<file path="src/rtl/fb_pkg.sv">
// Framebuffer geometry and write-arbiter state encoding shared by the write path.
package fb_pkg;

  localparam int unsigned FB_WIDTH  = 640;
  localparam int unsigned FB_HEIGHT = 480;
  localparam int unsigned FB_PIXELS = FB_WIDTH * FB_HEIGHT;
  localparam int unsigned FB_ADDR_W = 19;

  typedef enum logic [1:0] {
    ARB,
    WAIT_BUSY,
    GAP
  } fb_arb_state_t;

endpackage

</file>
<file path="src/rtl/rr_arbiter.sv">
// Combinational round-robin winner search: first valid requester at or after ptr, with wrap.
module rr_arbiter #(
  parameter int unsigned N     = 2,
  parameter int unsigned IDX_W = (N > 1) ? $clog2(N) : 1
) (
  input  logic [N-1:0]     valid,
  input  logic [IDX_W-1:0] ptr,
  output logic [N-1:0]     grant,
  output logic [IDX_W-1:0] idx,
  output logic             found
);

  logic [IDX_W-1:0] cand;

  // Scan N positions starting at ptr; the first valid one wins.
  always_comb begin
    grant = '0;
    idx   = '0;
    found = 1'b0;
    cand  = '0;
    for (int unsigned k = 0; k < N; k++) begin
      cand = IDX_W'((32'(ptr) + k) % N);
      if (!found && valid[cand]) begin
        found       = 1'b1;
        idx         = cand;
        grant[cand] = 1'b1;
      end
    end
  end

endmodule

</file>
<file path="src/rtl/fb_write_arbiter.sv">
// Round-robin sharing of the single framebuffer pixel write port between NUM_REQ requesters.
// Out-of-range addresses are acknowledged, not written, and counted (saturating).
module fb_write_arbiter #(
  parameter int unsigned NUM_REQ   = 2,
  parameter int unsigned FB_PIXELS = fb_pkg::FB_PIXELS
) (
  input  logic                                clk,
  input  logic                                reset,
  input  logic [NUM_REQ-1:0]                  req_valid,
  input  logic [NUM_REQ*fb_pkg::FB_ADDR_W-1:0] req_addr,
  input  logic [NUM_REQ*32-1:0]               req_data,
  output logic [NUM_REQ-1:0]                  req_ack,
  output logic [fb_pkg::FB_ADDR_W-1:0]        addr,
  output logic [31:0]                         data,
  output logic                                wr,
  input  logic                                busy,
  output logic [15:0]                         drop_count,
  output logic                                idle
);

  import fb_pkg::*;

  localparam int unsigned PTR_W = $clog2(NUM_REQ);

  fb_arb_state_t          state, state_next;
  logic [PTR_W-1:0]       ptr;
  logic [NUM_REQ-1:0]     grant;
  logic [PTR_W-1:0]       win_idx;
  logic                   any_valid;
  logic [FB_ADDR_W-1:0]   win_addr;
  logic [31:0]            win_data;
  logic                   in_range;
  logic                   take;
  logic                   write_go;

  rr_arbiter #(
    .N     (NUM_REQ),
    .IDX_W (PTR_W)
  ) u_rr (
    .valid (req_valid),
    .ptr   (ptr),
    .grant (grant),
    .idx   (win_idx),
    .found (any_valid)
  );

  assign win_addr = req_addr[32'(win_idx) * FB_ADDR_W +: FB_ADDR_W];
  assign win_data = req_data[32'(win_idx) * 32 +: 32];
  assign in_range = 32'(win_addr) < FB_PIXELS;

  // Next-state and per-cycle decisions of the ARB / WAIT_BUSY / GAP sequence.
  always_comb begin
    state_next = state;
    take       = 1'b0;
    write_go   = 1'b0;
    case (state)
      ARB: begin
        if (any_valid) begin
          take = 1'b1;
          if (in_range) state_next = WAIT_BUSY;
        end
      end
      WAIT_BUSY: begin
        if (!busy) begin
          write_go   = 1'b1;
          state_next = GAP;
        end
      end
      GAP:     state_next = ARB;
      default: state_next = ARB;
    endcase
  end

  // State register.
  always_ff @(posedge clk) begin
    if (reset) state <= ARB;
    else       state <= state_next;
  end

  // Registered outputs, request latch, rotation pointer and drop counter.
  always_ff @(posedge clk) begin
    if (reset) begin
      addr       <= '0;
      data       <= '0;
      wr         <= 1'b0;
      req_ack    <= '0;
      drop_count <= '0;
      idle       <= 1'b1;
      ptr        <= '0;
    end else begin
      wr      <= write_go;
      req_ack <= take ? grant : '0;
      idle    <= (state_next == ARB);
      if (take) begin
        ptr <= (win_idx == PTR_W'(NUM_REQ - 1)) ? '0 : win_idx + 1'b1;
        if (in_range) begin
          addr <= win_addr;
          data <= win_data;
        end else if (drop_count != '1) begin
          drop_count <= drop_count + 16'd1;
        end
      end
    end
  end

endmodule

</file>
<file path="config.mk">
export PLATFORM = sky130hd
export DESIGN_NAME = fb_write_arbiter
export DESIGN_NICKNAME = d
export VERILOG_FILES = /design/src/rtl/fb_pkg.sv /design/src/rtl/rr_arbiter.sv /design/src/rtl/fb_write_arbiter.sv
export SDC_FILE = /design/constraint.sdc
export NUM_CORES = 1
export LEC_CHECK = 0
export BUFFER_PORTS_ARGS = -buffer_cell sky130_fd_sc_hd__clkbuf_2
export CAP_MARGIN = 30
export CORE_AREA = 8 8 73 122
export DETAILED_ROUTE_END_ITERATION = 7
export DIE_AREA = 0 0 81 130
export GPL_ROUTABILITY_DRIVEN = 1
export PLACE_DENSITY = 0.82
export SLEW_MARGIN = 20
export SYNTH_ARGS = -nofsm -noshare
export SYNTH_HDL_FRONTEND = slang
export SYNTH_SLANG_ARGS = --single-unit
</file>
<file path="constraint.sdc">
create_clock -name clk -period 3.8 [get_ports clk]
set_clock_uncertainty 0.1 [all_clocks]
set_input_delay 0.76 -clock clk [delete_from_list [all_inputs] [get_ports clk]]
set_output_delay 0.76 -clock clk [all_outputs]
set_load 0.01 [all_outputs]
</file>
==> results.md <==
- Input/output buffers: 177
- Power share of the combinational group: 22.0%
- Width of the die: 81 µm
- Worst-Margin Slew: around 810 ps
- Share of synthesized area spent on multiplexers: 1.31%
- Max Cap Viol: 0
- Most frequent cell after synthesis: sky130_fd_sc_hd__nand2_1
- TNS Setup: 0 ps
- Simple logic cell fraction of the synthesized area: 27.8%
- Worst Path Arrival: roughly 2400 ps
- Top Ports: approximately 180
- Max Buffers Root-to-Sink: 2
- Drc violations: 0
- Initial detailed-routing violation count: 153
- Dominant combinational cell family by area after synthesis: simple AND/OR/NAND/NOR gates
- Area growth from synthesis to layout: 34.6%
- Post-synthesis share of cell area spent on full adders, half adders and majority gates: 0.374%
- Die height: 130 µm
- Final cell count without fillers: 663
- Fraction of the core area covered by cells at the end of the flow: 62.8%
- CTS Hold Buffers Added: 0
- Placeable core region: 7180 µm²
- Cell Area, Synth: 3350 µm²
- Number of iterations in the first detailed-routing pass: 4
- Total Power Consumption: around 2.1 mW
- Clock sink count: 74
- All-Layer GR Usage: a little over 20%
- First-pass GRT wire length: about 17000 µm
- Aggregate global routing overflow: 0
- Via count of the first global-routing pass: between 3000 and 4000
- Total CTS buffers: 9
- Final cell area excluding filler cells: about 4500 µm²
- Required @ worst endpoint: between 3000 and 4000 ps
- Total number of vias: about 3800
- Post-Place Cell Area: roughly 4200 µm²
- Instance count after placement with tap cells included: 647
- Cells after Synth: between 400 and 500
- Syn_nets: roughly 520
- Post-route worst hold slack: 391 ps
- Number of failing hold endpoints at the final stage: 0
- Largest fanout of any net on the critical path: 54
- Final max-slew violation count: 0
- Flip-flop and latch count after synthesis: 74
- Worst rel slew slack: 46.1%
- Largest net degree at the start of global routing: 55
- Antenna Violating Nets Remaining: 0
- Clock-pin slew of the registers on the worst-case setup and hold paths: 50 ps
- Xor/xnor share of the synthesized area: 0%
- Number of diodes: 0
- Clk_lat worst skew: 330 ps
- Post-Synthesis Mean Instance Area: 8.09 µm²
- Distinct cells, synth: 40
- Share of synthesized registers carrying an async set or reset: 0%
- Final setup margin: 1530 ps
- Ratio of total power to cell area: 467 nW/µm²
- Sequential area share after synthesis: 44.2%
- Top cells by instance count after synthesis: sky130_fd_sc_hd__nand2_1 (109), sky130_fd_sc_hd__dfxtp_1 (74), sky130_fd_sc_hd__nor2_1 (55)
- Yosys Warn Count: 0
- Average via count per standard cell: 5.66
- Switching power: around 0.62 mW
- Pleak: 2.07 nW
- Die area: 10500 µm²
- Final estimated routing congestion in global placement: 0.820
- Initial antenna violation count: 0
- Internal reg-to-reg setup slack: 1620 ps
- Status: finished clean
- Cell taking the most area after synthesis: sky130_fd_sc_hd__dfxtp_1
- Row cnt: 41
- Library cell used as clock root buffer: sky130_fd_sc_hd__clkbuf_16
- Share of the cycle needed by the critical path after routing: approximately three fifths
- Total detailed-routing wirelength: approximately 11000 µm
- Clk pwr share: between 30% and 40%
- Post-synthesis compound-gate area fraction: between 20% and 30%
- Top achievable clock speed: 441 MHz
- Post-CTS setup-driven buffer insertion count: 0
- Clock period minus worst slack: 2270 ps
- Sequential share of power: 43.0%
- Setup violations, final: 0
- HPWL reported at the end of detailed placement: 8020 µm
- Internal power summed over all cells: 1.48 mW
- RSZ-0062 raised after global routing: no
- Class of the worst hold path: reg2reg
- Wire per inst: 16.1 µm
- Post-synth EDFFs: 0
- Predominant post-synthesis flop cell: sky130_fd_sc_hd__dfxtp_1
- H-tree Lvls: 3
- Number of cells upsized or downsized after cts: 0
- Area share of the largest cell type after synthesis: about 44%
- Fraction of final layout cells sized beyond drive strength 1: 35.2%
- Critical Path End Type: flop
- Critical path class: in2reg
- Total number of nets in the final design: 681
- Startpoint kind of the worst setup timing path: primary input
- Clock tree from TritonCTS: done
- Maximum vdd ir drop: 0.000268 V
- Effective utilization at floorplan: 46.6%
- Worst slack after detailed placement: around 1200 ps
- Top cells by area, synth: sky130_fd_sc_hd__dfxtp_1 (44%), sky130_fd_sc_hd__a311oi_1 (13%), sky130_fd_sc_hd__nand2_1 (12%), sky130_fd_sc_hd__nor2_1 (6.2%), sky130_fd_sc_hd__a21oi_1 (2.2%)
- Net switching fraction of the power: 29.6%
-- power by group through the flow --
stage	logic [mW]	registers [mW]	clock network [mW]
floorplan	0.246	0.950	0
global placement	0.446	0.917	0
detailed placement	0.461	0.919	0
CTS	0.462	0.905	0.752
global route	0.513	0.915	0.780
finish	0.462	0.905	0.737
-- worst paths after layout --
check        cells after the start              to           from
max                              7         data[1]   req_valid[0]
min                              2   drop_count[4]  drop_count[4]
max reg2reg                      6  drop_count[14]  drop_count[0]
min reg2reg                      2   drop_count[4]  drop_count[4]
-- cells in the final DEF (no fill, tap or decap), drive strengths merged, types with 6 or more instances in the layout --
master	count
buf	6
a311oi	50
nor3	6
o31ai	10
dfxtp	74
nand2	109
a21oi	15
clkbuf	188
nor2	55
nand3	6
or4	10
-- worst max-delay path, cell delays in order --
cell,delay [ps]
sky130_fd_sc_hd__clkbuf_2,120
sky130_fd_sc_hd__nand2b_1,110
sky130_fd_sc_hd__and3_1,270
sky130_fd_sc_hd__a221oi_4,270
sky130_fd_sc_hd__buf_4,500
sky130_fd_sc_hd__nor2_1,80
sky130_fd_sc_hd__a311oi_1,280
-- layer usage --
| metal | global-route usage (%) | vias to the layer above | part of all wire, % |
|---|---|---|---|
| met5 | 0 | - | 0 |
| met2 | 34.6 | 176 | 51 |
| met3 | 6.13 | 33 | 8.8 |
| li1 | - | 1805 | - |
| met4 | 12.4 | 0 | 4.3 |
| met1 | 20.7 | 1738 | 36 |
-- layout make-up --
cell class              instances  area (µm²)
fillers                       664        2680
clock inverters                 4        20.0
inverters                       1        3.75
multi-input cells             304        1700
well taps                      86         108
clock buffers                  11         233
repair buffers                183         963
flip-flops and latches         74        1480
-- flip-flops by register name (all words and copies together), names as in the netlist --
register / flops
idle: 1
drop_count: 16
data: 32
ptr: 1
req_ack: 2
state: 2
wr: 1
addr: 19
-- cell families after synthesis --
group,count (synthesis)
AND/OR/NAND/NOR,211
AO/OA/AOI/OAI,88
adder cells (fa/ha/maj),1
multiplexers,4
flip-flops,74
buffers and inverters,36
Note: power is estimated with default switching activity, not from simulation.
